--- src/rtl/mem_arbiter_if.sv ---
// Bus bundle between the requesting masters, the arbiter and the shared memory port.
// The arbiter connects through the slave modport; requesters and memory use master.
interface mem_arbiter_if #(
    parameter int unsigned NUM_PORTS = 3,
    parameter int unsigned ADDR_W    = 16,
    parameter int unsigned DATA_W    = 8
);
    logic [NUM_PORTS-1:0]        iReq;
    logic [NUM_PORTS-1:0]        iWe;
    logic [NUM_PORTS*ADDR_W-1:0] iAddr;
    logic [NUM_PORTS*DATA_W-1:0] iWData;
    logic [NUM_PORTS-1:0]        oGrant;
    logic [NUM_PORTS-1:0]        oAck;
    logic [DATA_W-1:0]           oRData;
    logic                        oMemReq;
    logic                        oMemWe;
    logic [ADDR_W-1:0]           oMemAddr;
    logic [DATA_W-1:0]           oMemWData;
    logic [DATA_W-1:0]           iMemRData;
    logic                        oBusy;

    modport slave (
        input  iReq, iWe, iAddr, iWData, iMemRData,
        output oGrant, oAck, oRData, oMemReq, oMemWe, oMemAddr, oMemWData, oBusy
    );

    modport master (
        output iReq, iWe, iAddr, iWData, iMemRData,
        input  oGrant, oAck, oRData, oMemReq, oMemWe, oMemAddr, oMemWData, oBusy
    );
endinterface

--- src/rtl/mem_arbiter.sv ---
// N-port arbiter onto one fixed-latency memory port; one transaction in flight,
// fixed-priority or round-robin selection, all outputs registered.
module mem_arbiter #(
    parameter int unsigned NUM_PORTS    = 3,
    parameter int unsigned ADDR_W       = 16,
    parameter int unsigned DATA_W       = 8,
    parameter int unsigned MODE         = 0,
    parameter int unsigned READ_LATENCY = 1
) (
    input  logic          iClock,
    input  logic          iReset,
    mem_arbiter_if.slave  bus
);
    localparam int unsigned PW = (NUM_PORTS > 1) ? $clog2(NUM_PORTS) : 1;

    typedef enum logic [1:0] {IDLE, ISSUE, WAIT, ACK} state_t;

    state_t                state, stateN;
    logic [1:0]            cnt, cntN;
    logic [PW-1:0]         rrPtr, rrPtrN;
    logic [PW-1:0]         win, idxP;
    logic                  found;
    int unsigned           base, idx;

    logic [NUM_PORTS-1:0]  grantN, ackN;
    logic [DATA_W-1:0]     rDataN, memWDataN;
    logic [ADDR_W-1:0]     memAddrN;
    logic                  memReqN, memWeN, busyN;

    // Search begins one past the last winner in round-robin, at port 0 otherwise.
    always_comb begin
        found = 1'b0;
        win   = '0;
        idx   = 0;
        idxP  = '0;
        base  = (MODE == 1) ? (32'(rrPtr) + 1) : 0;
        if (base >= NUM_PORTS) base = 0;
        for (int unsigned i = 0; i < NUM_PORTS; i++) begin
            idx = base + i;
            if (idx >= NUM_PORTS) idx = idx - NUM_PORTS;
            idxP = PW'(idx);
            if (!found && bus.iReq[idxP]) begin
                found = 1'b1;
                win   = idxP;
            end
        end
    end

    always_comb begin
        stateN    = state;
        cntN      = cnt;
        rrPtrN    = rrPtr;
        grantN    = bus.oGrant;
        ackN      = '0;
        rDataN    = bus.oRData;
        memReqN   = 1'b0;
        memWeN    = bus.oMemWe;
        memAddrN  = bus.oMemAddr;
        memWDataN = bus.oMemWData;
        case (state)
            IDLE: begin
                if (found) begin
                    stateN      = ISSUE;
                    grantN      = '0;
                    grantN[win] = 1'b1;
                    memReqN     = 1'b1;
                    memWeN      = bus.iWe[win];
                    memAddrN    = bus.iAddr[win*ADDR_W +: ADDR_W];
                    memWDataN   = bus.iWData[win*DATA_W +: DATA_W];
                    rrPtrN      = win;
                end
            end
            ISSUE: begin
                stateN = WAIT;
                cntN   = 2'(READ_LATENCY - 1);
            end
            WAIT: begin
                if (cnt == 2'd0) begin
                    stateN = ACK;
                    ackN   = bus.oGrant;
                    if (!bus.oMemWe) rDataN = bus.iMemRData;
                end else begin
                    cntN = cnt - 2'd1;
                end
            end
            ACK: begin
                stateN = IDLE;
                grantN = '0;
            end
            default: stateN = IDLE;
        endcase
        busyN = (stateN != IDLE);
    end

    always_ff @(posedge iClock or posedge iReset) begin
        if (iReset) begin
            state         <= IDLE;
            cnt           <= '0;
            rrPtr         <= PW'(NUM_PORTS - 1);
            bus.oGrant    <= '0;
            bus.oAck      <= '0;
            bus.oRData    <= '0;
            bus.oMemReq   <= 1'b0;
            bus.oMemWe    <= 1'b0;
            bus.oMemAddr  <= '0;
            bus.oMemWData <= '0;
            bus.oBusy     <= 1'b0;
        end else begin
            state         <= stateN;
            cnt           <= cntN;
            rrPtr         <= rrPtrN;
            bus.oGrant    <= grantN;
            bus.oAck      <= ackN;
            bus.oRData    <= rDataN;
            bus.oMemReq   <= memReqN;
            bus.oMemWe    <= memWeN;
            bus.oMemAddr  <= memAddrN;
            bus.oMemWData <= memWDataN;
            bus.oBusy     <= busyN;
        end
    end
endmodule

--- src/flat_wrapper.sv ---
// flat-port wrapper written by rule: the top's interface ports become plain ports
module mem_arbiter_flat 
#(
    parameter int unsigned NUM_PORTS    = 3,
    parameter int unsigned ADDR_W       = 16,
    parameter int unsigned DATA_W       = 8,
    parameter int unsigned MODE         = 0,
    parameter int unsigned READ_LATENCY = 1
)
  (iClock, iReset, bus_iReq, bus_iWe, bus_iAddr, bus_iWData, bus_iMemRData, bus_oGrant, bus_oAck, bus_oRData, bus_oMemReq, bus_oMemWe, bus_oMemAddr, bus_oMemWData, bus_oBusy);
  mem_arbiter_if #(.NUM_PORTS(NUM_PORTS), .ADDR_W(ADDR_W), .DATA_W(DATA_W)) bus_i ();
  input  logic iClock;
  input  logic iReset;
  input wire logic [$bits(bus_i.iReq)-1:0] bus_iReq;
  input wire logic [$bits(bus_i.iWe)-1:0] bus_iWe;
  input wire logic [$bits(bus_i.iAddr)-1:0] bus_iAddr;
  input wire logic [$bits(bus_i.iWData)-1:0] bus_iWData;
  input wire logic [$bits(bus_i.iMemRData)-1:0] bus_iMemRData;
  output wire logic [$bits(bus_i.oGrant)-1:0] bus_oGrant;
  output wire logic [$bits(bus_i.oAck)-1:0] bus_oAck;
  output wire logic [$bits(bus_i.oRData)-1:0] bus_oRData;
  output wire logic [$bits(bus_i.oMemReq)-1:0] bus_oMemReq;
  output wire logic [$bits(bus_i.oMemWe)-1:0] bus_oMemWe;
  output wire logic [$bits(bus_i.oMemAddr)-1:0] bus_oMemAddr;
  output wire logic [$bits(bus_i.oMemWData)-1:0] bus_oMemWData;
  output wire logic [$bits(bus_i.oBusy)-1:0] bus_oBusy;
  assign bus_i.iReq = bus_iReq;
  assign bus_i.iWe = bus_iWe;
  assign bus_i.iAddr = bus_iAddr;
  assign bus_i.iWData = bus_iWData;
  assign bus_i.iMemRData = bus_iMemRData;
  assign bus_oGrant = bus_i.oGrant;
  assign bus_oAck = bus_i.oAck;
  assign bus_oRData = bus_i.oRData;
  assign bus_oMemReq = bus_i.oMemReq;
  assign bus_oMemWe = bus_i.oMemWe;
  assign bus_oMemAddr = bus_i.oMemAddr;
  assign bus_oMemWData = bus_i.oMemWData;
  assign bus_oBusy = bus_i.oBusy;
  mem_arbiter #(.NUM_PORTS(NUM_PORTS), .ADDR_W(ADDR_W), .DATA_W(DATA_W), .MODE(MODE), .READ_LATENCY(READ_LATENCY)) u_core (.iClock(iClock), .iReset(iReset), .bus(bus_i));
endmodule
--- config.mk ---
export PLATFORM = sky130hd
export DESIGN_NAME = mem_arbiter_flat
export DESIGN_NICKNAME = d
export VERILOG_FILES = /design/src/rtl/mem_arbiter_if.sv /design/src/rtl/mem_arbiter.sv /design/src/flat_wrapper.sv
export SDC_FILE = /design/constraint.sdc
export NUM_CORES = 1
export LEC_CHECK = 0
export CAP_MARGIN = 10
export CORE_ASPECT_RATIO = 2
export CORE_UTILIZATION = 63
export CTS_CLUSTER_DIAMETER = 200
export DETAILED_ROUTE_END_ITERATION = 10
export DONT_BUFFER_PORTS = 1
export GPL_ROUTABILITY_DRIVEN = 0
export MAX_ROUTING_LAYER = met4
export PLACE_DENSITY_LB_ADDON = 0.08
export SETUP_SLACK_MARGIN = 0.15
export SYNTH_ARGS = -nofsm -noshare
export SYNTH_HDL_FRONTEND = slang
export SYNTH_SLANG_ARGS = --single-unit
--- constraint.sdc ---
create_clock -name iClock -period 2.1 [get_ports iClock]
set_clock_uncertainty 0.1 [all_clocks]
set_input_delay 0.42 -clock iClock [delete_from_list [all_inputs] [get_ports iClock]]
set_output_delay 0.42 -clock iClock [all_outputs]
set_load 0.01 [all_outputs]
==> reports/metrics.cfg <==
[clock_tree]
postCtsSetupRepairBufs=0
insertion_delay_ns=0.29
cts_sinks=45
clockRootBuffer=clkbuf_8
cts_inserted_buffers=5
htree_num_levels=2
clock_path_buffers=2
cts_resized=0
cts_hold_buf=1
cts_tree=built
path_clk_slew_ns=0.08

[global_routing]
grt_max_degree=57
grt_remaining_overflow=0
antenna_found_initial=0
grt_pass1_wl_um=8380
grt_usage_pct=27.2
first_global_vias=1886

[routing]
drtAntennaViolNets=0
drtPass1Iterations=5
vias_per_cell=6.17
via_count=1894
wire_per_inst_um=17.4
drc=0
drt-initial-drc-count=58
finalWirelength_um=5340

[sta]
hold_viol_final=0
rsz0062_at_grt=false
fmaxAchievable_ghz=0.544
slew_headroom_pct=64.6
setup_viol=0
fin_crit_sh_pct=87.5
finalSetupTns_ns=0
slew_violations=0
fin_crit_ns=1.84
worst_slew_pin_slew_ns=0.530

[setup_path]
crit_path_top_delay_cell=dfrtp_1
critPathLaunchType=flop
crit_chain=inv_1 -> ha_1 -> nand2_1 -> or2_1 -> mux2_1
crit_arrival_ns=1.91
required_ns=2.17
end_kind=flop
worst-path-max-fanout=9
path_class=flop to flop
cpPeakStageDelay_ns=0.42

[floorplan]
start_util_pct=65.5
core_mm2=0.00380
die_w_um=46.5
ios=129
die_h_um=90.9
num_rows=32
die_area_mm2=0.00423

[yosys]
yosysTopAreaCell=dfrtp_1
yosys-top-cells-count=45 x dfrtp_1, 35 x o21ai_1, 28 x nand2_1
ys_top_cells_by_area=dfrtp_1 45%, or3b_1 8.8%, o21ai_1 7.0%
synth-main-ff-cell=dfrtp_1
syn_area_per_cell_um2=9.44
synth_top_area_share_pct=45.2
syn_area_mm2=0.00249
yosys.cell_count.top_type=dfrtp_1
ys_types=35
ys_warn_count=0
syn_inst=264
yosysSeqAreaShare_pct=45.2
async_flop_share_pct=100
ys_ff_latch=45
synth-edff-count=0
synthesis.nets=357

[layout]
fin_util_pct=66.7
fin_nets=348
antenna_cells=0
area_growth_syn_to_layout_pct=1.91
drive_gt1_share_pct=5.47
fillers=326

[run_status]
status=finished clean

[place]
port_buffers=0
dpl.hpwl_um=3750

[power_and_ir_drop]
p_leak_nw=1.09
power_density_mw_per_mm2=1250
peakVddDrop_mv=0.892

[worst_hold_path]
min_path_type=input pin to flop

[run]
cap_violations=0

sequential cells by signal (all words and copies together), names as in the netlist:
| name | cells |
|---|---|
| u_core.bus.oMemWe | 1 |
| u_core.cnt | 2 |
| u_core.bus.oMemAddr | 16 |
| u_core.bus.oGrant | 3 |
| u_core.bus.oMemWData | 8 |
| u_core.bus.oRData | 8 |
| u_core.state | 2 |
| u_core.bus.oMemReq | 1 |
| u_core.bus.oBusy | 1 |
| u_core.bus.oAck | 3 |
critical path: cells and delay by family, from the launching register on:
family                     cells  cell delay (ns)
adders and majority gates      1             0.29
DFF                            1             0.42
and+or+nand+nor                2             0.44
muxes                          1             0.37
buffers and inverters          1             0.10
placed cells by master, fill, tap and decap left out, drive strengths merged:
cell / synthesis / layout
a21o: 2 / 2
a21oi: 25 / 25
a22o: 1 / 1
a22oi: 1 / 1
and3: 4 / 4
buf: 18 / 2
clkbuf: 1 / 5
clkinv: 0 / 2
clkinvlp: 0 / 1
dfrtp: 45 / 45
dlygate4sd3: 0 / 1
ha: 5 / 5
inv: 8 / 8
mux2: 8 / 8
mux2i: 1 / 1
nand2: 28 / 28
nand2b: 22 / 22
nand3: 2 / 2
nand3b: 1 / 1
nor2: 1 / 1
nor2b: 1 / 1
nor3: 1 / 1
nor3b: 1 / 1
o21ai: 51 / 51
o21ba: 1 / 1
o22ai: 1 / 1
o31ai: 2 / 2
o32ai: 1 / 1
o41ai: 1 / 1
or2: 1 / 1
or2b: 5 / 5
or3b: 25 / 25
area by class of cell:
type	count	area, um2	area share (%)
clock buffer	5	68.8	2.71
clock inverter	3	17.5	0.690
inverter	8	30.0	1.18
multi-input combinational	192	1210	47.6
sequential	45	1130	44.4
tap	51	63.8	2.51
timing repair buffer	3	25.0	0.986
metrics by stage:
step	instances	hold slack, ns	power [mW]	area (um2)	setup WS, ns
global placement	298	0.279	2.64	2440	0.351
CTS	307	0.114	3.21	2540	0.252
global route	307	0.107	3.43	2540	0.157
floorplan	264	0.373	2.47	2490	0.433
finish	307	0.129	3.18	2540	0.263
detailed placement	298	0.272	2.69	2440	0.266
cell families after synthesis:
logic type / count (synthesis) / synth area share (%)
AND/OR/NAND/NOR: 92 / 22.9
multiplexers: 9 / 4.02
adder cells (fa/ha/maj): 5 / 2.51
AO/OA/AOI/OAI: 86 / 19.0
buffers and inverters: 27 / 6.33
flip-flops: 45 / 45.2
final timing paths:
| path | from | to | slack, ns | depth (start not counted) |
|---|---|---|---|---|
| worst max-delay path | u_core.state[0] | u_core.bus.oRData[2] | 0.26 | 5 |
| worst min-delay path | bus_iReq[1] | u_core.bus.oGrant[2] | 0.13 | 1 |
| worst max register to register | u_core.state[0] | u_core.bus.oRData[2] | 0.26 | 5 |
| worst min register to register | u_core.cnt[0] | u_core.cnt[0] | 0.41 | 1 |
| max in group asynchronous | iReset | u_core.bus.oGrant[0] | 0.69 | 3 |
| min in group asynchronous | iReset | u_core.bus.oMemReq | 0.53 | 2 |
where the power goes:
group	total, mW	switching, mW	internal [mW]	leakage [nW]
logic	0.936	0.536	0.400	0.495
clock network	0.516	0.286	0.230	0.0439
registers	1.73	0.465	1.26	0.553
total	3.18	1.29	1.89	1.09
routing by layer:
metal	GRT usage, %	wire, um	share of wire, %	vias to the layer above
li1	-	-	-	892
met1	28.9	1890	35	903
met2	45.9	3010	56	91
met3	5.96	352	6.6	8
met4	10.5	91	1.7	0
met5	-	0	0	-
Power figures use the tool's default switching activity.
